**config.mk**
```make
export PLATFORM = sky130hd
export DESIGN_NAME = imm_gen_pipe
export DESIGN_NICKNAME = d
export VERILOG_FILES = /design/src/rtl/imm_gen_pkg.sv /design/src/rtl/imm_decode.sv /design/src/rtl/imm_gen_pipe.sv
export SDC_FILE = /design/constraint.sdc
export NUM_CORES = 1
export LEC_CHECK = 0
export ABC_AREA = 1
export BUFFER_PORTS_ARGS = -buffer_cell sky130_fd_sc_hd__clkbuf_2
export CAP_MARGIN = 20
export CORE_MARGIN = 1.5
export CORE_UTILIZATION = 25
export DETAILED_ROUTE_END_ITERATION = 6
export HOLD_SLACK_MARGIN = 0.08
export SLEW_MARGIN = 20
export SYNTH_ARGS = -nofsm -noshare
export SYNTH_HDL_FRONTEND = slang
export SYNTH_SLANG_ARGS = --single-unit
```
**constraint.sdc**
```tcl
create_clock -name clk -period 1.75 [get_ports clk]
set_input_delay 0.175 -clock clk [delete_from_list [all_inputs] [get_ports clk]]
set_output_delay 0.175 -clock clk [all_outputs]
set_load 0.05 [all_outputs]
```
**src/rtl/imm_gen_pkg.sv**
```systemverilog
// Shared types for the immediate-generator pipeline: format codes, major
// opcode constants and the decoded entry carried through the elastic buffer.
package imm_gen_pkg;

  localparam int MAX_XLEN = 64;

  typedef enum logic [2:0] {
    FMT_NONE  = 3'd0,
    FMT_I     = 3'd1,
    FMT_S     = 3'd2,
    FMT_B     = 3'd3,
    FMT_U     = 3'd4,
    FMT_J     = 3'd5,
    FMT_SHIFT = 3'd6
  } fmt_e;

  // Major opcode, instr[6:2]
  localparam logic [4:0] OPC_LOAD      = 5'b00000;
  localparam logic [4:0] OPC_OP_IMM    = 5'b00100;
  localparam logic [4:0] OPC_AUIPC     = 5'b00101;
  localparam logic [4:0] OPC_OP_IMM_32 = 5'b00110;
  localparam logic [4:0] OPC_STORE     = 5'b01000;
  localparam logic [4:0] OPC_LUI       = 5'b01101;
  localparam logic [4:0] OPC_BRANCH    = 5'b11000;
  localparam logic [4:0] OPC_JALR      = 5'b11001;
  localparam logic [4:0] OPC_JAL       = 5'b11011;
  localparam logic [4:0] OPC_SYSTEM    = 5'b11100;

  localparam logic [2:0] F3_SLL = 3'b001;
  localparam logic [2:0] F3_SR  = 3'b101;

  typedef struct packed {
    logic [MAX_XLEN-1:0] imm;
    fmt_e                fmt;
    logic                illegal;
  } entry_t;

  localparam entry_t ENTRY_RESET   = '{imm: {MAX_XLEN{1'b0}}, fmt: FMT_NONE, illegal: 1'b0};
  localparam entry_t ENTRY_ILLEGAL = '{imm: {MAX_XLEN{1'b0}}, fmt: FMT_NONE, illegal: 1'b1};

  function automatic logic [MAX_XLEN-1:0] sext32(input logic [31:0] v);
    return {{(MAX_XLEN-32){v[31]}}, v};
  endfunction

endpackage

```
**src/rtl/imm_decode.sv**
```systemverilog
// Combinational RV immediate decoder: raw instruction -> {imm, fmt, illegal}.
// Immediates are always built 64 bits wide; narrower XLEN takes the low bits.
module imm_decode
  import imm_gen_pkg::*;
#(
  parameter int XLEN    = 64,
  parameter int SHAMT_W = 6
) (
  input  logic [31:0] instr,
  output entry_t      entry
);

  logic [4:0]          opc_s;
  logic [2:0]          f3_s;
  logic                is_shift_s;
  logic [31:0]         i_imm_s;
  logic [31:0]         s_imm_s;
  logic [31:0]         b_imm_s;
  logic [31:0]         u_imm_s;
  logic [31:0]         j_imm_s;
  logic [SHAMT_W-1:0]  shamt_s;
  logic [MAX_XLEN-1:0] shamt_ext_s;
  logic [MAX_XLEN-1:0] shamt_w_ext_s;
  logic                unused_s;

  assign opc_s      = instr[6:2];
  assign f3_s       = instr[14:12];
  assign is_shift_s = (f3_s == F3_SLL) || (f3_s == F3_SR);
  assign unused_s   = ^instr[1:0];

  assign i_imm_s = {{20{instr[31]}}, instr[31:20]};
  assign s_imm_s = {{20{instr[31]}}, instr[31:25], instr[11:7]};
  assign b_imm_s = {{19{instr[31]}}, instr[31], instr[7], instr[30:25], instr[11:8], 1'b0};
  assign u_imm_s = {instr[31:12], 12'h000};
  assign j_imm_s = {{11{instr[31]}}, instr[31], instr[19:12], instr[20], instr[30:21], 1'b0};

  // srai/srli carry funct7 bits above the shamt field; only the shamt survives
  assign shamt_s       = instr[20 +: SHAMT_W];
  assign shamt_ext_s   = {{(MAX_XLEN-SHAMT_W){1'b0}}, shamt_s};
  assign shamt_w_ext_s = {{(MAX_XLEN-5){1'b0}}, instr[24:20]};

  // Select format and immediate from the major opcode
  always_comb begin
    entry = ENTRY_ILLEGAL;
    case (opc_s)
      OPC_LOAD, OPC_JALR, OPC_SYSTEM: begin
        entry = '{imm: sext32(i_imm_s), fmt: FMT_I, illegal: 1'b0};
      end
      OPC_OP_IMM: begin
        if (is_shift_s) begin
          entry = '{imm: shamt_ext_s, fmt: FMT_SHIFT, illegal: 1'b0};
        end else begin
          entry = '{imm: sext32(i_imm_s), fmt: FMT_I, illegal: 1'b0};
        end
      end
      OPC_OP_IMM_32: begin
        if (XLEN == 64) begin
          if (is_shift_s) begin
            entry = '{imm: shamt_w_ext_s, fmt: FMT_SHIFT, illegal: 1'b0};
          end else begin
            entry = '{imm: sext32(i_imm_s), fmt: FMT_I, illegal: 1'b0};
          end
        end else begin
          entry = ENTRY_ILLEGAL;
        end
      end
      OPC_STORE: begin
        entry = '{imm: sext32(s_imm_s), fmt: FMT_S, illegal: 1'b0};
      end
      OPC_BRANCH: begin
        entry = '{imm: sext32(b_imm_s), fmt: FMT_B, illegal: 1'b0};
      end
      OPC_LUI, OPC_AUIPC: begin
        entry = '{imm: sext32(u_imm_s), fmt: FMT_U, illegal: 1'b0};
      end
      OPC_JAL: begin
        entry = '{imm: sext32(j_imm_s), fmt: FMT_J, illegal: 1'b0};
      end
      default: begin
        entry = ENTRY_ILLEGAL;
      end
    endcase
  end

endmodule

```
**src/rtl/imm_gen_pipe.sv**
```systemverilog
// Immediate generator stage: decode into a two-entry elastic buffer
// (main + skid) with a registered in_ready and synchronous flush.
module imm_gen_pipe
  import imm_gen_pkg::*;
#(
  parameter int XLEN    = 64,
  parameter int SHAMT_W = 6
) (
  input  logic            clk,
  input  logic            rst_n,
  input  logic            flush,
  input  logic            in_valid,
  output logic            in_ready,
  input  logic [31:0]     instr,
  output logic            out_valid,
  input  logic            out_ready,
  output logic [XLEN-1:0] out_imm,
  output fmt_e            out_fmt,
  output logic            out_illegal
);

  entry_t dec_s;
  entry_t main_r;
  entry_t main_nxt_s;
  entry_t skid_r;
  entry_t skid_nxt_s;
  logic   main_v_r;
  logic   main_v_nxt_s;
  logic   skid_v_r;
  logic   skid_v_nxt_s;
  logic   in_ready_nxt_s;
  logic   push_s;
  logic   pop_s;

  imm_decode #(
    .XLEN    (XLEN),
    .SHAMT_W (SHAMT_W)
  ) u_dec (
    .instr (instr),
    .entry (dec_s)
  );

  assign push_s = in_valid & in_ready & ~flush;
  assign pop_s  = main_v_r & out_ready;

  // Buffer next-state: skid refills main on pop; push lands in main if free
  always_comb begin
    main_nxt_s   = main_r;
    skid_nxt_s   = skid_r;
    main_v_nxt_s = main_v_r;
    skid_v_nxt_s = skid_v_r;
    if (flush) begin
      main_v_nxt_s = 1'b0;
      skid_v_nxt_s = 1'b0;
    end else if (pop_s) begin
      if (skid_v_r) begin
        main_nxt_s   = skid_r;
        skid_v_nxt_s = 1'b0;
      end else if (push_s) begin
        main_nxt_s = dec_s;
      end else begin
        main_v_nxt_s = 1'b0;
      end
    end else if (push_s) begin
      if (main_v_r) begin
        skid_nxt_s   = dec_s;
        skid_v_nxt_s = 1'b1;
      end else begin
        main_nxt_s   = dec_s;
        main_v_nxt_s = 1'b1;
      end
    end else begin
      main_v_nxt_s = main_v_r;
    end
    in_ready_nxt_s = ~skid_v_nxt_s;
  end

  // Storage and handshake registers
  always_ff @(posedge clk or negedge rst_n) begin
    if (!rst_n) begin
      main_r   <= ENTRY_RESET;
      skid_r   <= ENTRY_RESET;
      main_v_r <= 1'b0;
      skid_v_r <= 1'b0;
      in_ready <= 1'b0;
    end else begin
      main_r   <= main_nxt_s;
      skid_r   <= skid_nxt_s;
      main_v_r <= main_v_nxt_s;
      skid_v_r <= skid_v_nxt_s;
      in_ready <= in_ready_nxt_s;
    end
  end

  assign out_valid   = main_v_r;
  assign out_imm     = main_r.imm[XLEN-1:0];
  assign out_fmt     = main_r.fmt;
  assign out_illegal = main_r.illegal;

endmodule
```
==> results by group, run 1 <==
Synthesis
  • Top cells by count, synth: nand2_1 (222), dfrtp_1 (75), nor2_1 (62)
  • Gate Count Post-Synth: 595
  • Synthesis Warnings: 0
  • Main synth FF type: dfrtp_1
  • Post-synthesis sequential area ratio: 44.4%
  • Synthesized flop and latch total: 75
  • Syn avg cell area: 7.10 um^2
  • Synth cell types: 24
  • Most common cell in the netlist: nand2_1
  • Yosys top cell by area: dfrtp_1
  • Post-synth EDFFs: 0
  • Syn_nets: 632
  • Synth top area cells: dfrtp_1 (44%), nand2_1 (20%), buf_4 (5.7%)
  • Async SR Flop Fraction: 100%
  • Top-area cell type share of the netlist area: 44.4%
  • Post-Syn Area: 4230 um^2

STA
  • RSZ-0062 raised after global routing: no
  • Final Max Slew Viols: 0
  • WHS: 135 ps
  • Fin. Hold Viols: 0
  • Final Setup Violations: 0
  • Post-route setup TNS: 0 ps
  • Achievable Freq: 677 MHz
  • Final Cycle Share: 84.4%
  • Slew HR: 65.8%
  • Worst-Margin Slew: 513 ps
  • Period minus WS final: 1480 ps
  • Skew final: 5.42 ps

Power and ir drop
  • Power Internal: 0.00378 W
  • Sw Pwr: 0.00203 W
  • Peak supply drop: 0.000482 V
  • PD cells: 1130 nW/um^2
  • Power consumption: 0.00580 W
  • Sw frac: 34.9%
  • Sequential Power Share: 36.5%
  • Lkg Pwr: 3.07 nW
  • Clock group share of total power: 36.8%
  • Combinational Power Share: 26.7%

Floorplanning
  • Die Area: 17700 um^2
  • Row cnt: 47
  • DIE WIDTH: 133 um
  • Num ports: 107
  • Core area: 16500 um^2
  • Starting Density: 25.6%
  • Die Y: 133 um

Critical path
  • Crit path DAT: 1720 ps
  • Max stage delay on crit path: 380 ps
  • Data required time of the worst path: 2000 ps
  • Critical path class: reg -> reg
  • Critical path destination: out_fmt[0]
  • Reg2reg setup slack: 270 ps
  • R2R depth: 7
  • CP delay by family, top: compound AO/OA/AOI/OAI gates
  • CP startpoint: out_valid
  • Worst Setup Start Kind: register
  • Setup crit end kind: register
  • Critical Path Fanout Max: 71
  • Slowest cell on crit path: dfrtp_1
  • Critical path cell sequence: inv_1 > o21ai_0 > nand2_2 > buf_12 > inv_1 > o21ai_0 > o21ai_0
  • Crit-path most repeated cell: o21ai_0
  • CP Depth: 7
  • R2r endpoint: out_fmt[0]
  • Reg-to-Reg Start: out_valid
  • Crit path buf inv count: 3

Cells and area
  • Area growth syn-to-layout: 21.2%
  • # diodes: 0
  • Nets@finish: 701
  • Layout cells sized above 1: 22.2%
  • Final std cells w/o fill: 887
  • Final instance area: 5120 um^2

Clock network
  • TritonCTS Buffers: 9
  • Worst skew pair latency: 330 ps
  • Post-CTS setup buffers: 0
  • Clk pin slew, worst setup/hold paths: 60 ps
  • H-tree depth: 3
  • CTS tree: yes
  • Root Buffer: clkbuf_16
  • Sink Count: 75
  • Clk buf depth: 2
  • Hold buffers post-CTS: 2
  • Post-cts sizing count: 0

Routing
  • Wirelength, routed: 10800 um
  • Initial DRC Count: 203
  • Vias per cell: 4.34
  • ANT nets after route: 0
  • Via count: 3847
  • DRC Markers: 0
  • DR WL/cell: 12.2 um
  • DR pass1 iterations: 4

Run status
  • Outcome: completed

GRT
  • Vias in the first global route: 3490
  • First-pass GRT wire length: 17600 um
  • Initial antenna violation count: 0
  • Grt total ovfl: 0
  • GRT Resource Usage Total: 12.6%
  • Pin count of the biggest net entering global routing: 72

Placed design
  • Dpl cells: 871
  • Area after DPL: 4760 um^2
  • Routability congestion estimate from global placement: 0.786
  • DPL Wire Length: 7570 um
  • Port buffer count: 104

Worst hold path
  • Hold Crit Start: instr[29]
  • Hold/Removal Path Class: in -> reg

Flow run
  • Max cap viols: 0
==> worst min path at each step <==
stage,endpoint,slack (ps),cells past startpoint
2_1_floorplan,in_ready,-120,0
3_3_place_gp,out_imm[8],180,1
3_5_place_dp,out_imm[8],180,1
4_1_cts,skid_r[13],120,3
5_1_grt,skid_v_r,130,4
6_report,skid_r[13],130,3
==> flip-flops by register name (all words and copies together) (netlist names) <==
signal,flops
skid_r,36
in_ready,1
out_illegal,1
skid_v_r,1
out_fmt,3
out_valid,1
out_imm,32
==> power by group through the flow <==
stage / clock network [W] / registers, W / logic (W)
2_1_floorplan: 0 / 0.00251 / 0.000910
3_3_place_gp: 0 / 0.00214 / 0.00155
3_5_place_dp: 0 / 0.00215 / 0.00156
4_1_cts: 0.00219 / 0.00212 / 0.00157
5_1_grt: 0.00227 / 0.00215 / 0.00168
6_report: 0.00214 / 0.00212 / 0.00155
==> final cells by class <==
type,count,area (um^2)
clock buffer,10,239
sequential,75,1880
timing repair buffer,117,663
clock inverter,4,98.8
multi-input combinational,420,1820
fill,1790,11400
inverter,41,154
tap,220,275
==> per-stage QoR <==
step,setup slack [ps],utilization (%)
floorplan,59.5,-
global placement,189,28.8
detailed placement,168,28.8
CTS,252,31.0
global route,59.9,31.0
finish,273,31.0
==> worst min-delay path: stages <==
cell      delay, ps
clkbuf_2        100
nand2_1          80
o21ai_0          70
==> layer usage <==
layer	GRT usage [%]	vias to the layer above	share of wire, %
li1	-	1981	-
met1	17.4	1751	50
met2	19.1	99	44
met3	2.72	16	4.6
met4	4.82	0	2.1
met5	0	-	0
==> cell usage in the layout, fill, tap and decap left out, types with 3 or more instances in the layout <==
cell type	n
nand2_1	221
clkbuf_2	103
dfrtp_1	75
nor2_1	62
a21oi_1	38
inv_1	36
nand3_1	35
o21ai_0	23
nand4_1	10
clkbuf_16	9
buf_4	9
o21ai_1	8
inv_2	5
nand2_2	5
a21o_1	4
nor2_2	3
nor2_4	3
a31oi_1	3
bufinv_16	3
buf_12	3
==> cells by family after synthesis <==
kind of cell / share of synthesized area [%]
and+or+nand+nor: 33.6
DFF: 44.4
AOI/OAI and AO/OA: 9.33
buffers and inverters: 12.7
Note: power is estimated with default switching activity, not from simulation.
==> inputs of run 2 (changes only) <==
==> constraint.sdc (replaced) <==
create_clock -name clk -period 1.45 [get_ports clk]
set_input_delay 0.145 -clock clk [delete_from_list [all_inputs] [get_ports clk]]
set_output_delay 0.145 -clock clk [all_outputs]
set_load 0.05 [all_outputs]
==> results by group, run 2 (synthesized netlist as in run 1, its figures left out) <==
Worst hold path
  • Hold/Removal Path Class: in -> reg
  • Hold path depth: 3

Clock network
  • Sink Count: 75
  • Clk pin slew, worst setup/hold paths: 60 ps
  • TritonCTS Buffers: 9
  • Root Buffer: clkbuf_16
  • Worst skew pair latency: 340 ps
  • H-tree depth: 3
  • Clk buf depth: 2
  • CTS tree: yes

Cells and area
  • Final instance area: 5470 um^2
  • Nets@finish: 723
  • # diodes: 0
  • Max reg flops: 36
  • Largest register by flop count: skid_r
  • Layout cells sized above 1: 27.1%
  • Most frequent cells in the layout: nand2_1 (221), clkbuf_2 (79), dfrtp_1 (72)
  • Commonest non-fill, non-tap cell in the layout: nand2_1
  • Finished Core Util: 33.1%
  • Area growth syn-to-layout: 29.5%

Power and ir drop
  • Sequential Power Share: 37.0%
  • Peak supply drop: 0.000662 V
  • Sw frac: 35.7%
  • Combinational Power Share: 28.2%
  • Lkg Pwr: 3.21 nW
  • Sw Pwr: 0.00249 W
  • Power Internal: 0.00448 W
  • Clock group share of total power: 34.8%
  • PD cells: 1280 nW/um^2

Run status
  • Outcome: completed

Critical path
  • Slowest cell on crit path: dfrtp_4
  • CP Depth: 1
  • Critical path destination: out_imm[56]
  • Setup crit end kind: output pin
  • CP startpoint: out_imm[62]
  • Critical Path Fanout Max: 34
  • Crit path buf inv count: 1
  • Reg-to-Reg Start: out_valid
  • Data required time of the worst path: 1310 ps
  • Crit path DAT: 1260 ps
  • Reg2reg setup slack: 80 ps
  • Max stage delay on crit path: 580 ps
  • R2R depth: 9
  • Critical path class: reg -> out
  • R2r endpoint: out_imm[1]
  • Worst Setup Start Kind: register
  • Critical path cell sequence: clkbuf_2
  • CP delay by family, top: flip-flops

Placed design
  • DPL Wire Length: 7920 um
  • Routability congestion estimate from global placement: 0.776
  • Port buffer count: 104
  • Area after DPL: 4980 um^2

STA
  • Final Max Slew Viols: 0
  • Final Cycle Share: 96.7%
  • RSZ-0062 raised after global routing: yes
  • Skew final: 4.13 ps
  • Period minus WS final: 1400 ps
  • Final Setup Violations: 0
  • Fin. Hold Viols: 0
  • Achievable Freq: 713 MHz
  • Worst-Margin Slew: 329 ps
  • Slew HR: 78.0%

Routing
  • Wirelength, routed: 11300 um
  • DR WL/cell: 12.4 um
  • WL met2: 5230 um
  • Initial DRC Count: 185
  • Vias per cell: 4.34
  • ANT nets after route: 0
  • Metal-1 WL: 5400 um
  • DR pass1 iterations: 4
  • Via count: 3951
  • DRC Markers: 0
  • Top layer in use: met4
  • Met3 Wirelength: 482 um

Floorplanning
  • Num ports: 107
  • Row cnt: 47
  • Core area: 16500 um^2
  • Die Area: 17700 um^2
  • DIE WIDTH: 133 um
  • Starting Density: 25.6%
  • Die Y: 133 um

GRT
  • Grt total ovfl: 0
  • Vias in the first global route: 3649
  • Pin count of the biggest net entering global routing: 50
  • GRT Resource Usage Total: 12.9%
  • First-pass GRT wire length: 18100 um
  • Initial antenna violation count: 0

Flow run
  • Max cap viols: 0
-- run 2: worst min-delay path by stage --
stage                   start    endpoint  slack, ps
detailed placement      rst_n  out_imm[8]         70
global placement        rst_n  skid_r[33]         70
global route        instr[28]  skid_r[12]        110
CTS                 instr[28]  skid_r[12]         80
floorplan               rst_n    in_ready       -150
finish              instr[20]   skid_r[4]        100
-- run 2: power by group through the flow --
stage | logic (W) | clock network [W] | registers [W]
floorplan | 0.00110 | 0 | 0.00303
global placement | 0.00189 | 0 | 0.00261
detailed placement | 0.00190 | 0 | 0.00262
CTS | 0.00191 | 0.00249 | 0.00259
global route | 0.00213 | 0.00257 | 0.00262
finish | 0.00197 | 0.00243 | 0.00258
-- run 2: final cells by class --
| class | instances | area, um^2 |
|---|---|---|
| Sequential cell | 75 | 1880 |
| Tap cell | 220 | 275 |
| Clock buffer | 11 | 243 |
| Fill cell | 1754 | 11100 |
| Inverter | 41 | 154 |
| Timing Repair Buffer | 139 | 981 |
| Multi-Input combinational cell | 420 | 1860 |
| Clock inverter | 4 | 73.8 |
-- run 2: what timing repair did --
item,CTS,global route
gates resized for setup,1,57
pin swaps,0,1
setup buffers,0,4
setup endpoints to repair,33,56
endpoints found under the hold margin,78,0
hold buffers,2,0
cloned,0,2
-- run 2: metrics by stage --
step	worst slack [ps]	hold slack (ps)	instances	setup TNS (ps)	power [W]
global route	-3.49	110	910	-9.09	0.00733
floorplan	12.6	-151	595	0	0.00413
CTS	9.51	83.2	904	0	0.00698
finish	47.9	99.3	910	0	0.00698
detailed placement	83.3	69.3	887	0	0.00452
global placement	88.3	69.0	887	0	0.00450
-- run 2: routing by layer --
metal / GRT usage, % / up-vias
met2: 20.1 / 118
met1: 17.4 / 1787
met4: 4.95 / 0
met5: 0 / -
met3: 2.76 / 14
li1: - / 2032
==> inputs of run 3 (changes only) <==
--- a/config.mk
+++ b/config.mk
@@ -12,6 +12,7 @@
 export CORE_UTILIZATION = 25
 export DETAILED_ROUTE_END_ITERATION = 6
 export HOLD_SLACK_MARGIN = 0.08
+export PLACE_DENSITY = 0.41
 export SLEW_MARGIN = 20
 export SYNTH_ARGS = -nofsm -noshare
 export SYNTH_HDL_FRONTEND = slang
==> results by group, run 3 (synthesized netlist as in run 1, its figures left out) <==
Run status
  • Outcome: completed

Placed design
  • DPL Wire Length: 8400 um
  • Routability congestion estimate from global placement: 0.812
  • Port buffer count: 104
  • Dpl cells: 891

Cells and area
  • Nets@finish: 722
  • Largest register by flop count: skid_r
  • Layout cells sized above 1: 25.8%
  • Max reg flops: 36
  • Area growth syn-to-layout: 27.6%
  • Most frequent cells in the layout: nand2_1 (221), clkbuf_2 (90), dfrtp_1 (72)
  • Final std cells w/o fill: 910
  • Fillcell total: 1783
  • Commonest non-fill, non-tap cell in the layout: nand2_1
  • # diodes: 0

Critical path
  • CP delay by family, top: flip-flops
  • Crit path DAT: 1250 ps
  • Critical path cell sequence: clkbuf_2
  • Critical path class: reg -> out
  • Reg2reg setup slack: 120 ps
  • Max stage delay on crit path: 570 ps
  • Crit path buf inv count: 1
  • Worst Setup Start Kind: register
  • Data required time of the worst path: 1310 ps
  • Critical Path Fanout Max: 34
  • CP Depth: 1
  • Setup crit end kind: output pin
  • R2R depth: 8
  • Slowest cell on crit path: dfrtp_4

Power and ir drop
  • Power consumption: 0.00686 W
  • Lkg Pwr: 3.21 nW
  • Peak supply drop: 0.000459 V
  • PD cells: 1270 nW/um^2

Floorplanning
  • Starting Density: 25.6%
  • Num ports: 107
  • Row cnt: 47
  • Die Y: 133 um
  • DIE WIDTH: 133 um
  • Core area: 16500 um^2
  • Die Area: 17700 um^2

STA
  • Period minus WS final: 1390 ps
  • Slew HR: 72.5%
  • Worst-Margin Slew: 413 ps
  • Final Cycle Share: 96.1%
  • Achievable Freq: 718 MHz
  • Fin. Hold Viols: 0
  • Final Max Slew Viols: 0
  • Final Setup Violations: 0
  • Skew final: 3.93 ps
  • Post-route setup TNS: 0 ps

Routing
  • DR WL/cell: 13.1 um
  • ANT nets after route: 0
  • Initial DRC Count: 231
  • DRC Markers: 0
  • Vias per cell: 4.35
  • Via count: 3957
  • Wirelength, routed: 11900 um
  • DR pass1 iterations: 4

Clock network
  • Clk buf depth: 2
  • Sink Count: 75
  • Root Buffer: clkbuf_16
  • TritonCTS Buffers: 9
  • H-tree depth: 3
  • Clk pin slew, worst setup/hold paths: 60 ps
  • CTS tree: yes
  • Worst skew pair latency: 340 ps

GRT
  • Pin count of the biggest net entering global routing: 54
  • Initial antenna violation count: 0
  • First-pass GRT wire length: 19600 um
  • GRT Resource Usage Total: 14.1%
  • Vias in the first global route: 3782
  • Grt total ovfl: 0

Worst hold path
  • Hold/Removal Path Class: in -> reg
  • Hold path depth: 3

Flow run
  • Max cap viols: 0
[run 3: power breakdown]
part	leakage [nW]	switching [W]	internal [W]	total, W
clock network	0.153	0.000924	0.00143	0.00235
logic	2.08	0.00144	0.000491	0.00193
registers	0.984	0.000168	0.00241	0.00258
[run 3: timing repair]
action                                  in CTS  in global routing
endpoints found under the hold margin       31                  0
buffers inserted                             0                  0
endpoints found under the setup margin      33                 61
pin swaps                                    0                  1
hold buffers                                 2                  0
cloned                                       0                  1
gates resized for setup                      1                 20
[run 3: layout make-up]
cell class	instances	area (um^2)	area share, %
clock buffers	12	256	4.76
repair buffers	138	942	17.5
well taps	220	275	5.10
clock inverters	4	48.8	0.905
flip-flops and latches	75	1880	34.9
inverters	41	154	2.85
multi-input cells	420	1830	34.0
[run 3: routing by layer]
| metal | wire length, um | global-route usage (%) | vias to the layer above |
|---|---|---|---|
| met4 | 186 | 5.68 | 0 |
| li1 | - | - | 2017 |
| met2 | 5240 | 22.8 | 120 |
| met5 | 0 | 0 | - |
| met3 | 568 | 2.49 | 11 |
| met1 | 5900 | 18.7 | 1809 |
[run 3: path summary, 6_finish.rpt]
check | start | to
setup / recovery | out_imm[62] | out_imm[50]
hold / removal | instr[20] | skid_r[4]
setup reg to reg | out_valid | out_fmt[1]
hold reg to reg | out_imm[6] | out_imm[6]
max in group asynchronous | rst_n | skid_r[12]
min in group asynchronous | rst_n | out_fmt[1]
[run 3: stage by stage]
step | hold WS, ps | utilization (%) | cell area, um^2 | worst slack, ps
3_5_place_dp | 113 | 30.4 | 5020 | 51.7
5_1_grt | 118 | 32.6 | 5390 | -0.919
2_1_floorplan | -151 | - | 4240 | 12.6
4_1_cts | 81.0 | 32.4 | 5350 | 9.90
3_3_place_gp | 112 | 30.4 | 5020 | 59.8
6_report | 91.8 | 32.6 | 5390 | 56.7
